**src/rtl/fetch_stage.sv**
```systemverilog
// Instruction-fetch stage: owns the PC, addresses instruction memory and
// registers the returned word into IF/ID with redirect, stall and flush.
module fetch_stage #(
    parameter int PCSize               = 32,
    parameter int InstructionSize      = 32,
    parameter int AmountOfInstructions = 128,
    parameter logic [PCSize-1:0]          ResetPC = '0,
    parameter logic [InstructionSize-1:0] NopWord = '0
) (
    input  logic                       clk,
    input  logic                       rst,
    input  logic                       stall,
    input  logic                       flush,
    input  logic                       branch_taken,
    input  logic [PCSize-1:0]          branch_target,
    output logic [PCSize-1:0]          pc_out,
    input  logic [InstructionSize-1:0] instr_in,
    output logic [InstructionSize-1:0] if_id_instr,
    output logic [PCSize-1:0]          if_id_pc_plus4,
    output logic                       if_id_valid,
    output logic                       fault,
    output logic [15:0]                fetch_count
);

    localparam logic [PCSize-1:0] MemBytes = PCSize'(AmountOfInstructions);
    localparam logic [PCSize-1:0] LastPC   = PCSize'(AmountOfInstructions - 4);

    logic [PCSize-1:0] pc;
    logic [PCSize-1:0] pc_plus4;
    logic [PCSize-1:0] seq;
    logic [PCSize-1:0] tgt_align;
    logic [PCSize-1:0] tgt_pc;
    logic [PCSize-1:0] pc_nxt;
    logic              bad;

    assign pc_out    = pc;
    assign pc_plus4  = pc + PCSize'(4);
    assign seq       = (pc_plus4 >= MemBytes) ? '0 : pc_plus4;
    assign tgt_align = {branch_target[PCSize-1:2], 2'b00};
    assign bad       = (branch_target[1:0] != 2'b00) ||
                       (branch_target > LastPC);
    // Good targets are already aligned and in range, so the fold is a no-op.
    assign tgt_pc    = tgt_align % MemBytes;

    always_comb begin
        pc_nxt = pc;
        priority case (1'b1)
            branch_taken: pc_nxt = tgt_pc;
            !stall:       pc_nxt = seq;
            default:      pc_nxt = pc;
        endcase
    end

    always_ff @(posedge clk or posedge rst) begin
        if (rst) begin
            pc             <= ResetPC;
            if_id_instr    <= NopWord;
            if_id_pc_plus4 <= '0;
            if_id_valid    <= 1'b0;
            fault          <= 1'b0;
            fetch_count    <= '0;
        end else begin
            pc <= pc_nxt;
            if (branch_taken && bad)
                fault <= 1'b1;
            priority case (1'b1)
                flush: begin
                    if_id_instr <= NopWord;
                    if_id_valid <= 1'b0;
                end
                stall: begin
                    if_id_instr <= if_id_instr;
                    if_id_valid <= if_id_valid;
                end
                default: begin
                    if_id_instr    <= instr_in;
                    if_id_pc_plus4 <= pc_plus4;
                    if_id_valid    <= 1'b1;
                    fetch_count    <= fetch_count + 16'd1;
                end
            endcase
        end
    end

endmodule

```
**config.mk**
```make
export PLATFORM = sky130hd
export DESIGN_NAME = fetch_stage
export DESIGN_NICKNAME = d
export VERILOG_FILES = /design/src/rtl/fetch_stage.sv
export SDC_FILE = /design/constraint.sdc
export NUM_CORES = 1
export LEC_CHECK = 0
export ABC_AREA = 0
export BUFFER_PORTS_ARGS = -buffer_cell sky130_fd_sc_hd__buf_2
export CORE_ASPECT_RATIO = 0.8
export CORE_MARGIN = 2
export CORE_UTILIZATION = 45
export DETAILED_ROUTE_END_ITERATION = 8
export PLACE_DENSITY = 0.73
export SYNTH_ARGS = -nofsm -noshare
export SYNTH_HDL_FRONTEND = slang
export SYNTH_SLANG_ARGS = --single-unit
export TNS_END_PERCENT = 1
```
**constraint.sdc**
```tcl
create_clock -name clk -period 4 [get_ports clk]
set_input_delay 0 -clock clk [delete_from_list [all_inputs] [get_ports clk]]
set_output_delay 0 -clock clk [all_outputs]
set_load 0.01 [all_outputs]
```
# Word-level counts from Yosys, hierarchy flattened
# Index checks and enable logic that the tools add are counted.
[op_classes] add_sub_neg=2 order_cmp=2 eq_ne=2 muxes=7 n_bitwise=2 n_reduce_logical=4
[op_table] cell="2-to-1 mux 32 bit" count=5
[op_table] cell="adder 32 x 3 -> 32 bit, second input constant" count=1
[op_table] cell=">= comparator 32 x 8 -> 1 bit, second input constant" count=1
[op_table] cell="> comparator 32 x 7 -> 1 bit, second input constant" count=1
[op_table] cell="adder 16 x 1 -> 16 bit, second input constant" count=1
[op_table] cell="inequality test 2 x 1 -> 1 bit, second input constant" count=2
[op_table] cell="2-to-1 mux 1 bit" count=2
[op_table] cell="NOT 1 bit" count=2
[op_table] cell="AND reduction 2 bit" count=1
[op_table] cell="nonzero test 2 bit" count=1
[op_table] cell="logical AND 1 bit" count=1
[op_table] cell="logical OR 1 bit" count=1
[word_totals] register_bits=114 in_bits=69

# Longest topological paths before layout
# Gate-level depths: netlist of the first run.
[depth] depth_word=5 ltp_mapped=9

# Worst setup path before layout of the first run
# No wires, ideal clock.
[synth_timing] kind="flip-flop to flip-flop" from="reg pc[2] (netlist: pc_out[2])" to="reg pc[4] (netlist: pc_out[4])" setup_ps=76 t_arrival_ps=2152 required_time_ps=3924 path_slack_ps=1771 path_stages_with_launch=9 path_buffers=0 period_less_slack_ps=2229 path_cell_list="dfrtp_1 > ha_1 > and2_1 > nand4_4 > nor4_2 > o211ai_1 > nor4_4 > a31oi_1 > o21ai_1"
[synth_between] elab_chain_len=5
[synth_rtl] element="start: declaration" line="28" rtl="logic [PCSize-1:0] pc;"
[synth_rtl] element="start signal: assignment" line="56" rtl="pc <= ResetPC;"
[synth_rtl] element="start signal: assignment" line="63" rtl="pc <= pc_nxt;"
[synth_rtl] element="adder 32 x 3 -> 32 bit (*)" line="37" rtl="assign pc_plus4 = pc + PCSize'(4);"
[synth_rtl] element=">= comparator 32 x 8 -> 1 bit" line="38" rtl="assign seq = (pc_plus4 >= MemBytes) ? '0 : pc_plus4;"
[synth_rtl] element="2-to-1 mux 32 bit (*)" line="38"
[synth_rtl] element="2-to-1 mux 32 bit (*) (2 in series)" line="47" rtl="priority case (1'b1)"
# Every way passes the cells marked *; elsewhere a longest branch is shown, timed or not. The select of a mux whose other input is x is not followed.
# A chain may end at the register's enable or synchronous reset.

# Worst setup path after layout of the first run
[layout_timing] from="reg pc[2] (netlist: pc_out[2])" to="reg pc[2] (netlist: pc_out[2])"
# Same word-level chain as after synthesis.

==> results of run 1 <==
==> sequential cells by signal, summed over array words and instances (netlist names) <==
register / flops
if_id_instr: 32
pc_out: 30
if_id_valid: 1
fetch_count: 16
if_id_pc_plus4: 30
fault: 1
==> path summary, 6_finish.rpt <==
check                                      startpoint  slack (ps)                         end  cells after the start
worst max register to register  pc_out[2]$_DFFE_PP0P_        1270       pc_out[2]$_DFFE_PP0P_                      8
max in group asynchronous                         rst        2540      pc_out[14]$_DFFE_PP0P_                      4
worst max-delay path            pc_out[2]$_DFFE_PP0P_        1270       pc_out[2]$_DFFE_PP0P_                      8
worst min register to register      fault$_DFFE_PP0P_         460           fault$_DFFE_PP0P_                      1
worst min-delay path                     branch_taken          20       pc_out[5]$_DFFE_PP0P_                      3
min in group asynchronous                         rst         380  if_id_instr[0]$_DFFE_PP0P_                      3
==> critical path: cells and delay by family (launching register included) <==
kind	cells	cell delay [ps]
xor+xnor	1	250
simple gates	4	1130
fa+ha+maj	1	350
flops	1	470
compound gates	2	440
==> cell type report <==
cell class	instances	area [um^2]
fillers	944	4490
clock buffers	9	225
inverters	9	36.3
well taps	148	185
multi-input cells	360	2280
clock inverters	7	121
repair buffers	223	1330
flip-flops and latches	110	2750
==> routing by layer <==
layer  up-vias  track usage (%)  share of wire (%)
met5         -                0                  0
met4         0             7.35                2.3
met3        28             5.54                5.9
met2       162             36.1                 48
met1      2212             29.7                 44
li1       2148                -                  -
==> per-stage QoR <==
step | instances | utilization [%] | hold WS [ps] | instance area (um^2) | total power, uW
floorplan | 516 | - | 128 | 5240 | 1410
global placement | 808 | 54.0 | 182 | 6170 | 1540
detailed placement | 808 | 54.0 | 203 | 6170 | 1550
CTS | 866 | 60.7 | 5.94 | 6940 | 2610
global route | 866 | 60.7 | 20.8 | 6940 | 2700
finish | 866 | 60.7 | 24.9 | 6940 | 2590
==> cells in the mapped netlist (all sizes together) <==
master and number:
o21ai 36, conb 1, nor2b 1, a41oi 1, o22ai 2, a31oi 4, clkbuf 23, ha 2
or3 1, a21oi 2, a22oi 2, inv 9, mux2i 32, nand2 56, nand4 14, nand3 13
xor2 16, a211o 2, o2111ai 3, xnor2 31, and2 27, and3 10, buf 14, o211ai 1
o31a 2, nor2 55, nor3 10, a211oi 1, nand2b 2, a21o 1, nor4 15, a32oi 3
dfrtp 110, or2 2, a311oi 3, and4 6
==> what timing repair did <==
item,in CTS,in global routing
endpoints found under the setup margin,0,0
hold endpoints to repair,102,0
hold buffers,42,0
==> layout by cell type, fill, tap and decap left out, drive strengths merged, types with 3 or more instances in the layout <==
| master | n |
|---|---|
| a32oi | 3 |
| a311oi | 3 |
| nor2 | 55 |
| nor3 | 10 |
| dfrtp | 110 |
| and2 | 27 |
| nand4 | 14 |
| buf | 181 |
| nor4 | 15 |
| dlygate4sd3 | 42 |
| clkbuf | 9 |
| a31oi | 4 |
| and3 | 10 |
| o2111ai | 3 |
| inv | 10 |
| xnor2 | 31 |
| and4 | 6 |
| nand2 | 56 |
| nand3 | 13 |
| conb | 4 |
| bufinv | 3 |
| mux2i | 32 |
| xor2 | 16 |
| o21ai | 36 |
| clkinvlp | 3 |
==> power breakdown <==
group / internal (uW) / switching [uW] / total [uW]
logic: 150 / 182 / 332
clock network: 614 / 412 / 1030
registers: 1170 / 61.7 / 1230
total: 1940 / 655 / 2590
==> kinds of logic after synthesis <==
family / Yosys count
AOI/OAI and AO/OA: 63
other: 1
adders and majority gates: 2
buffers and inverters: 46
xor gates and xnor gates: 47
and+or+nand+nor: 212
muxes: 32
DFF: 110
==> impl_metrics.csv, run 1 <==
group,metric,value,unit
yosys,yosysTopAreaCellShare,52.6,%
timing,setup_tns,0,ps
clock_tree,cts_tree,"yes",
job,maxCapViolations,0,
yosys,ys_seq_area_share,52.6,%
timing,slew_violations,0,
power_and_ir_drop,vdd_drop_max,0.290,mV
power_and_ir_drop,p_leak,0.00351,uW
yosys,synth.area.mux_share,6.12,%
placement,post-dp-hpwl,9280,um
timing,worst_pin_slew,980,ps
finish,final_net_count,784,
yosys,yosys.area_share.xor_xnor,7.87,%
status,outcome,"complete, no violations",
clock_tree,cts.sinks,110,
yosys,ys_ff_latch,110,
timing,min_period_over_period,68.2,%
global_route,grt_overflow,0,
yosys,synth_top_family_by_area,"simple AND/OR/NAND/NOR gates",
worst_setup_path,cp.arrival,3000,ps
yosys,synth_fa_ha_area_share,0.478,%
placement,post-place-ws,1360,ps
timing,clock-skew-final,5.53,ps
detailed_routing,antenna_left,0,
global_route,grt_pass1_wl,22500,um
finish,syn2layout_area_growth,32.6,%
clock_tree,cts_setup_buffers,0,
die,dieArea,12500,um^2
clock_tree,clkLatencyLatePin,350,ps
global_route,grt_max_degree,66,
min_path,hp-class,"input port to flop",
global_route,grt_usage,22.3,%
clock_tree,clk_path_buf_depth,2,
clock_tree,cts_buffers,9,
die,die_h,100,um
placement,io_buffers,178,
timing,finalSetupViolations,0,
die,row_count,35,
die,num_io_pins,183,
timing,rsz0062_at_grt,"no",
detailed_routing,firstDrtPassIters,4,
timing,max_freq,0.367,GHz
detailed_routing,dr_total_vias,4550,
die,core_area,11400,um^2
placement,gp_congestion,0.893,
worst_setup_path,timing.critical_path.from_type,"flop",
worst_setup_path,critPathSlowestCell,"nor4_4",
yosys,ys_warn_count,0,
detailed_routing,drt-total-wl,13900,um
power_and_ir_drop,power_density,373,nW/um^2
die,start_util,45.8,%
worst_setup_path,crit_path_end_kind,"flop",
worst_setup_path,worstPathRequired,4270,ps
worst_setup_path,crit_chain,"ha_1 -> and2_1 -> nand3_1 -> xnor2_1 -> o2111ai_1 -> nor4_4 -> nand2_1 -> o21ai_1",
yosys,yosysUniqueCellTypes,51,
yosys,syn_inst,513,
detailed_routing,vias_per_cell,5.25,
finish,antenna_cells,0,
global_route,antenna_found_initial,0,
yosys,syn_avg_cell_area,10.2,um^2
worst_setup_path,crit_fanout,7,
yosys,synth.top_cells.by_area,"dfrtp_1 53%, mux2i_1 6.1%, xnor2_1 5.2%, nand2_1 4.0%, nor2_1 3.9%",
yosys,synth_area_leader_cell,"dfrtp_1",
timing,hold_viol_final,0,
detailed_routing,drt_iter0_drc,221,
yosys,syn_area,5230,um^2
worst_setup_path,slowest_delay,530,ps
timing,final.setup.worst_slack,1270,ps
yosys,synth_simple_gate_area_share,21.5,%
die,dieWidth,125,um
finish,layout-drive-gt1-share,29.2,%
timing,finalCriticalPeriod,2730,ps
clock_tree,root_buffer,"clkbuf_16",
global_route,first_global_vias,4512,
clock_tree,htree_levels,3,
worst_setup_path,critical_path_class,"flop to flop",
timing,slew_headroom,34.7,%
clock_tree,path_clk_slew,70,ps
clock_tree,cts_resized,0,
detailed_routing,avgRoutedWirePerCell,16.0,um
yosys,synth_compound_area_share,7.41,%
detailed_routing,route.detailed.drc,0,
(Power assumes the default switching activity.)
==> run 2: changes to the inputs <==
- clock period: 4 -> 2.7 ns (I/O delays scaled with it)
==> run 2 against run 1 <==
  * Hold slack better by 3.9 ps
  * Setup slack worse by 1000 ps
  * Utilization is 0.24 points higher
  * Sequential power is 49% higher
  * Wire length is 1.7% lower
  * Sequential share of layout area is 0.16 points lower
  * Non-clock buffer count is 4 higher
  * Global-route usage is 0.32 points lower
  * Combinational power is 50% higher
  * Count of clock-buffer cells in the layout stayed put
  * Critical path type is now input port to flop
==> impl_metrics.csv, run 2 (synthesized netlist as in run 1, its figures left out) <==
group,metric,value,unit
die,num_io_pins,183,
finish,top_register,"if_id_instr",
timing,final.setup.worst_slack,227,ps
worst_setup_path,worst-path-stages,9,
global_route,grt_max_degree,60,
detailed_routing,maxUsedRoutingLayer,"met4",
finish,antenna_cells,0,
worst_setup_path,r2r_cells,8,
clock_tree,htree_levels,3,
power_and_ir_drop,power_density,538,nW/um^2
detailed_routing,dr_total_vias,4589,
global_route,grt_usage,21.9,%
worst_setup_path,slowest_delay,580,ps
worst_setup_path,cp.arrival,2700,ps
placement,gp_congestion,0.833,
worst_setup_path,r2r_slack,240,ps
die,start_util,45.8,%
detailed_routing,avgRoutedWirePerCell,15.7,um
timing,slew_violations,0,
timing,hold_viol_final,0,
clock_tree,clk_path_buf_depth,2,
detailed_routing,route.detailed.drc,0,
timing,worst_pin_slew,961,ps
worst_setup_path,worstPathRequired,2930,ps
timing,clock-skew-final,10.5,ps
die,row_count,35,
worst_setup_path,crit_buf_inv,5,
worst_setup_path,crit_fanout,1,
power_and_ir_drop,p_leak,0.00352,uW
timing,slew_headroom,36.0,%
worst_setup_path,crit_path_end_kind,"flop",
worst_setup_path,crit_chain,"dlygate4sd3_1 -> buf_2 -> nor4_1 -> dlygate4sd3_1 -> nand3_1 -> dlygate4sd3_1 -> o21ai_0 -> dlygate4sd3_1 -> nand2b_1",
placement,place_area,6210,um^2
clock_tree,cts_tree,"yes",
detailed_routing,dr_wl_met2,6430,um
finish,final_net_count,788,
worst_setup_path,critPathSlowestCell,"dlygate4sd3_1",
finish,final-seq-area,2750,um^2
finish,postLayoutCellArea,6970,um^2
detailed_routing,drt_iter0_drc,225,
die,dieArea,12500,um^2
worst_setup_path,cp-endpoint,"fault$_DFFE_PP0P_",
die,dieWidth,125,um
timing,max_freq,0.404,GHz
finish,multi_input_area,2290,um^2
power_and_ir_drop,vdd_drop_max,0.359,mV
worst_setup_path,crit_family,"buffers and inverters",
min_path,min_from,"branch_taken",
clock_tree,root_buffer,"clkbuf_16",
detailed_routing,vias_per_cell,5.27,
timing,rsz0062_at_grt,"no",
detailed_routing,drt-total-wl,13600,um
clock_tree,clkLatencyLatePin,350,ps
detailed_routing,firstDrtPassIters,5,
clock_tree,cts_buffers,9,
job,maxCapViolations,0,
detailed_routing,wl_met3,846,um
global_route,first_global_vias,4464,
finish,layout-drive-gt1-share,29.8,%
finish,largest_register_ffs,32,
worst_setup_path,crit_start,"branch_target[8]",
min_path,hp-class,"input port to flop",
placement,post-dp-hpwl,9290,um
global_route,antenna_found_initial,0,
die,die_h,100,um
timing,finalSetupViolations,0,
global_route,grt_overflow,0,
finish,final_common_cell,"buf_2",
finish,syn2layout_area_growth,33.2,%
detailed_routing,antenna_left,0,
worst_setup_path,r2r_start,"pc_out[5]$_DFFE_PP0P_",
die,core_area,11400,um^2
clock_tree,path_clk_slew,70,ps
finish,layout_common_cells,"178 x buf_2, 110 x dfrtp_1, 56 x nand2_1, 55 x nor2_1, 42 x dlygate4sd3_1",
placement,io_buffers,178,
worst_setup_path,worstReg2RegEnd,"pc_out[6]$_DFFE_PP0P_",
clock_tree,cts.sinks,110,
worst_setup_path,critical_path_class,"input port to flop",
worst_setup_path,timing.critical_path.from_type,"input port",
worst_setup_path,cpMostUsedCell,"dlygate4sd3_1",
timing,min_period_over_period,91.6,%
timing,setup_tns,0,ps
timing,finalCriticalPeriod,2470,ps
global_route,grt_pass1_wl,22200,um
detailed_routing,wl_met1,6070,um
placement,post-place-ws,64.0,ps
status,outcome,"complete, no violations",
finish,fill_cells,968,
run 2: repair_timing:
item / 4_1_cts / 5_1_grt
setup endpoints to repair: 0 / 5
hold buffers: 42 / 0
gates resized for setup: 0 / 2
hold endpoints to repair: 60 / 0
setup buffers: 0 / 1
run 2: worst min path at each step:
stage	endpoint	slack [ps]	cells past startpoint
2_1_floorplan	pc_out[4]$_DFFE_PP0P_	130	2
3_3_place_gp	fetch_count[10]$_DFFE_PP0P_	60	2
3_5_place_dp	fetch_count[11]$_DFFE_PP0P_	70	2
4_1_cts	pc_out[5]$_DFFE_PP0P_	30	3
5_1_grt	pc_out[4]$_DFFE_PP0P_	60	3
6_report	pc_out[5]$_DFFE_PP0P_	30	3
run 2: power breakdown:
part           internal, uW  total (uW)  switching, uW
sequential             1740        1830           89.9
combinational           228         498            270
clock                   815        1430            611
run 2: worst register-to-register path, cell delays in order (launching register included):
cell,delay (ps)
dfrtp_1,520
and4_1,490
nand3_4,190
o31a_1,320
o22ai_1,290
nor4_4,70
buf_4,180
a32oi_1,200
o21ai_1,100
run 2: final cells by class:
class	count	area share (%)
inverters	9	0.539
repair buffers	227	19.8
flip-flops and latches	110	39.5
clock buffers	9	3.23
multi-input cells	360	32.9
well taps	148	2.66
clock inverters	7	1.38
run 2: stage by stage:
stage               std cells  hold slack (ps)  util [%]  total power [uW]
floorplan                 516              128         -              2090
CTS                       869             32.6      60.8              3780
finish                    870             28.8      61.0              3750
detailed placement        811             73.5      54.3              2310
global placement          811             62.7      54.3              2290
global route              870             61.8      61.0              3900
run 2: layer usage:
metal,GRT usage (%),up-vias
met2,35.7,166
li1,-,2162
met3,5.33,27
met1,28.8,2234
met5,0,-
met4,8.38,0
==> run 3: changes to the inputs <==
- ABC_AREA: 0 -> 1
==> run 3 against run 2 <==
  * Combinational power up 25%
  * Wire length up 15%
  * Critical path depth up 4
  * Clock skew down 2.8 ps
  * Largest power group unchanged
  * Via count up 15%
  * Critical path type is now flop to flop
  * Register-to-register slack better by 300 ps
  * Clock power about the same
  * Hold slack worse by 9.1 ps
  * Power up 5.7%
  * Synthesized cell count up 32%
==> impl_metrics.csv, run 3 <==
group,metric,value,unit
clock_tree,clkLatencyLatePin,350,ps
detailed_routing,drt_iter0_drc,363,
yosys,synth_most_common_cell,"nand2_1",
global_route,first_global_vias,4841,
yosys,synth_edf_count,0,
power_and_ir_drop,vdd_drop_max,0.364,mV
yosys,syn_inst,677,
detailed_routing,route.detailed.drc,0,
worst_setup_path,timing.critical_path.from_type,"flop",
finish,syn2layout_area_growth,32.9,%
die,die_h,102,um
global_route,grt_usage,24.4,%
yosys,ys_seq_area_share,51.3,%
detailed_routing,drt-total-wl,15700,um
finish,final_net_count,961,
yosys,syn_area,5360,um^2
min_path,hp-class,"input port to flop",
clock_tree,holdBufCountCts,38,
yosys,synth_area_leader_cell,"dfrtp_1",
yosys,syn_avg_cell_area,7.92,um^2
worst_setup_path,worstPathRequired,2990,ps
finish,fill_cells,1102,
timing,slew_violations,0,
placement,post-dp-hpwl,11400,um
timing,worst_pin_slew,549,ps
placement,place_area,6420,um^2
yosys,ys_ff_latch,110,
finish,antenna_cells,0,
yosys,synth.top_cells.by_area,"dfrtp_1 51%, nand2_1 14%, nor2_1 6.7%, nand3_1 5.9%, inv_1 3.9%",
worst_setup_path,cp.arrival,2450,ps
yosys,yosys.area_share.xor_xnor,2.78,%
die,dieWidth,126,um
placement,gp_congestion,0.932,
clock_tree,cts_buffers,9,
finish,final_common_cell,"nand2_1",
detailed_routing,antenna_left,0,
yosys,ys.flop_type,"dfrtp_1",
yosys,yosysTopAreaCellShare,51.3,%
finish,layout-drive-gt1-share,26.6,%
die,num_io_pins,183,
power_and_ir_drop,finalPower,3960,uW
clock_tree,path_clk_slew,70,ps
yosys,synth_fa_ha_area_share,0.467,%
global_route,grt_max_degree,72,
timing,max_freq,0.462,GHz
yosys,yosysUniqueCellTypes,33,
global_route,grt_overflow,0,
detailed_routing,dr_total_vias,5284,
timing,hold_viol_final,0,
yosys,synth_simple_gate_area_share,34.5,%
yosys,synth.area.mux_share,0,%
detailed_routing,avgRoutedWirePerCell,15.0,um
timing,rsz0062_at_grt,"no",
clock_tree,cts_resized,0,
clock_tree,htree_levels,3,
power_and_ir_drop,p_leak,0.00382,uW
clock_tree,clk_path_buf_depth,2,
die,dieArea,12800,um^2
finish,top_register,"if_id_instr",
power_and_ir_drop,power_density,556,nW/um^2
timing,finalCriticalPeriod,2160,ps
finish,final_cells,1043,
yosys,synthArstFlopShare,100,%
clock_tree,cts_tree,"yes",
yosys,ys_top_cells_by_count,"206 x nand2_1, 110 x dfrtp_1, 95 x nor2_1, 63 x nand3_1, 56 x inv_1",
worst_setup_path,crit_fanout,7,
clock_tree,cts_setup_buffers,0,
timing,slew_headroom,63.3,%
worst_setup_path,critical_path_class,"flop to flop",
timing,setup_tns,0,ps
detailed_routing,vias_per_cell,5.07,
finish,largest_register_ffs,32,
timing,min_period_over_period,80.1,%
status,outcome,"complete, no violations",
yosys,synth_compound_area_share,4.25,%
yosys,synth_top_family_by_area,"simple AND/OR/NAND/NOR gates",
placement,io_buffers,178,
timing,clock-skew-final,7.70,ps
finish,layout_common_cells,"206 x nand2_1, 178 x buf_2, 110 x dfrtp_1, 95 x nor2_1, 63 x nand3_1",
die,core_area,11600,um^2
clock_tree,root_buffer,"clkbuf_16",
detailed_routing,firstDrtPassIters,7,
clock_tree,cts.sinks,110,
die,start_util,46.4,%
global_route,antenna_found_initial,0,
worst_setup_path,crit_path_end_kind,"flop",
placement,place_inst,989,
global_route,grt_pass1_wl,24800,um
finish,postLayoutCellArea,7130,um^2
die,row_count,35,
job,maxCapViolations,0,
timing,finalSetupViolations,0,
yosys,ys_warn_count,0,
==> run 3: worst paths after layout <==
| check | startpoint | end | slack, ps | cells after the start |
|---|---|---|---|---|
| min | branch_taken | pc_out[6]$_DFFE_PP0P_ | 20 | 5 |
| min in group asynchronous | rst | fetch_count[9]$_DFFE_PP0P_ | 180 | 3 |
| max in group asynchronous | rst | pc_out[16]$_DFFE_PP0P_ | 1830 | 4 |
| max reg2reg | pc_out[3]$_DFFE_PP0P_ | pc_out[3]$_DFFE_PP0P_ | 540 | 13 |
| max | pc_out[3]$_DFFE_PP0P_ | pc_out[3]$_DFFE_PP0P_ | 540 | 13 |
| min reg2reg | fetch_count[15]$_DFFE_PP0P_ | fetch_count[15]$_DFFE_PP0P_ | 470 | 1 |
==> run 3: cells by family (layout without fill, tap and decap cells) <==
logic type      after synthesis  count (layout)
other cells                   1               4
simple gates                419             419
flops                       110             110
buf+inv                      88             303
xor+xnor                     17              17
fa+ha+maj                     2               2
compound gates               40              40
==> run 3: per-layer routing <==
layer / global-route usage [%] / part of all wire, % / vias up
li1: - / - / 2572
met1: 34.6 / 44 / 2466
met2: 38.7 / 47 / 220
met3: 4.97 / 7.2 / 26
met4: 6.68 / 1.8 / 0
met5: 0 / 0 / -
==> run 3: area by class of cell <==
cell class / count / area [um^2] / share of cell area [%]
inverters: 64 / 245 / 3.44
well taps: 148 / 185 / 2.60
flip-flops and latches: 110 / 2750 / 38.6
repair buffers: 223 / 1350 / 18.9
clock inverters: 7 / 104 / 1.46
clock buffers: 9 / 225 / 3.16
multi-input cells: 482 / 2260 / 31.8
==> run 3: worst max-delay path, cell delays in order, from the launching register on <==
cell and delay, ps:
dfrtp_1 460, ha_1 360, nand2_2 120, nor2_4 170, nand2_2 120, nor2_4 130, nand3_1 80, nand2_1 90
nand2_1 50, nor2_1 80, nand2_1 90, nor2_4 190, nand4_1 110, nand2_1 70
==> run 3: power breakdown <==
group	internal [uW]	switching [uW]
Clock	825	629
Combinational	269	355
Sequential	1770	113
Total	2870	1100
==> run 3: per-stage QoR <==
step                hold WS (ps)  utilization (%)  setup slack [ps]
floorplan                    110                -               857
global placement            13.3             55.5               658
detailed placement          15.4             55.5               568
CTS                         13.2             61.6               537
global route                70.9             61.6               279
finish                      19.7             61.6               536
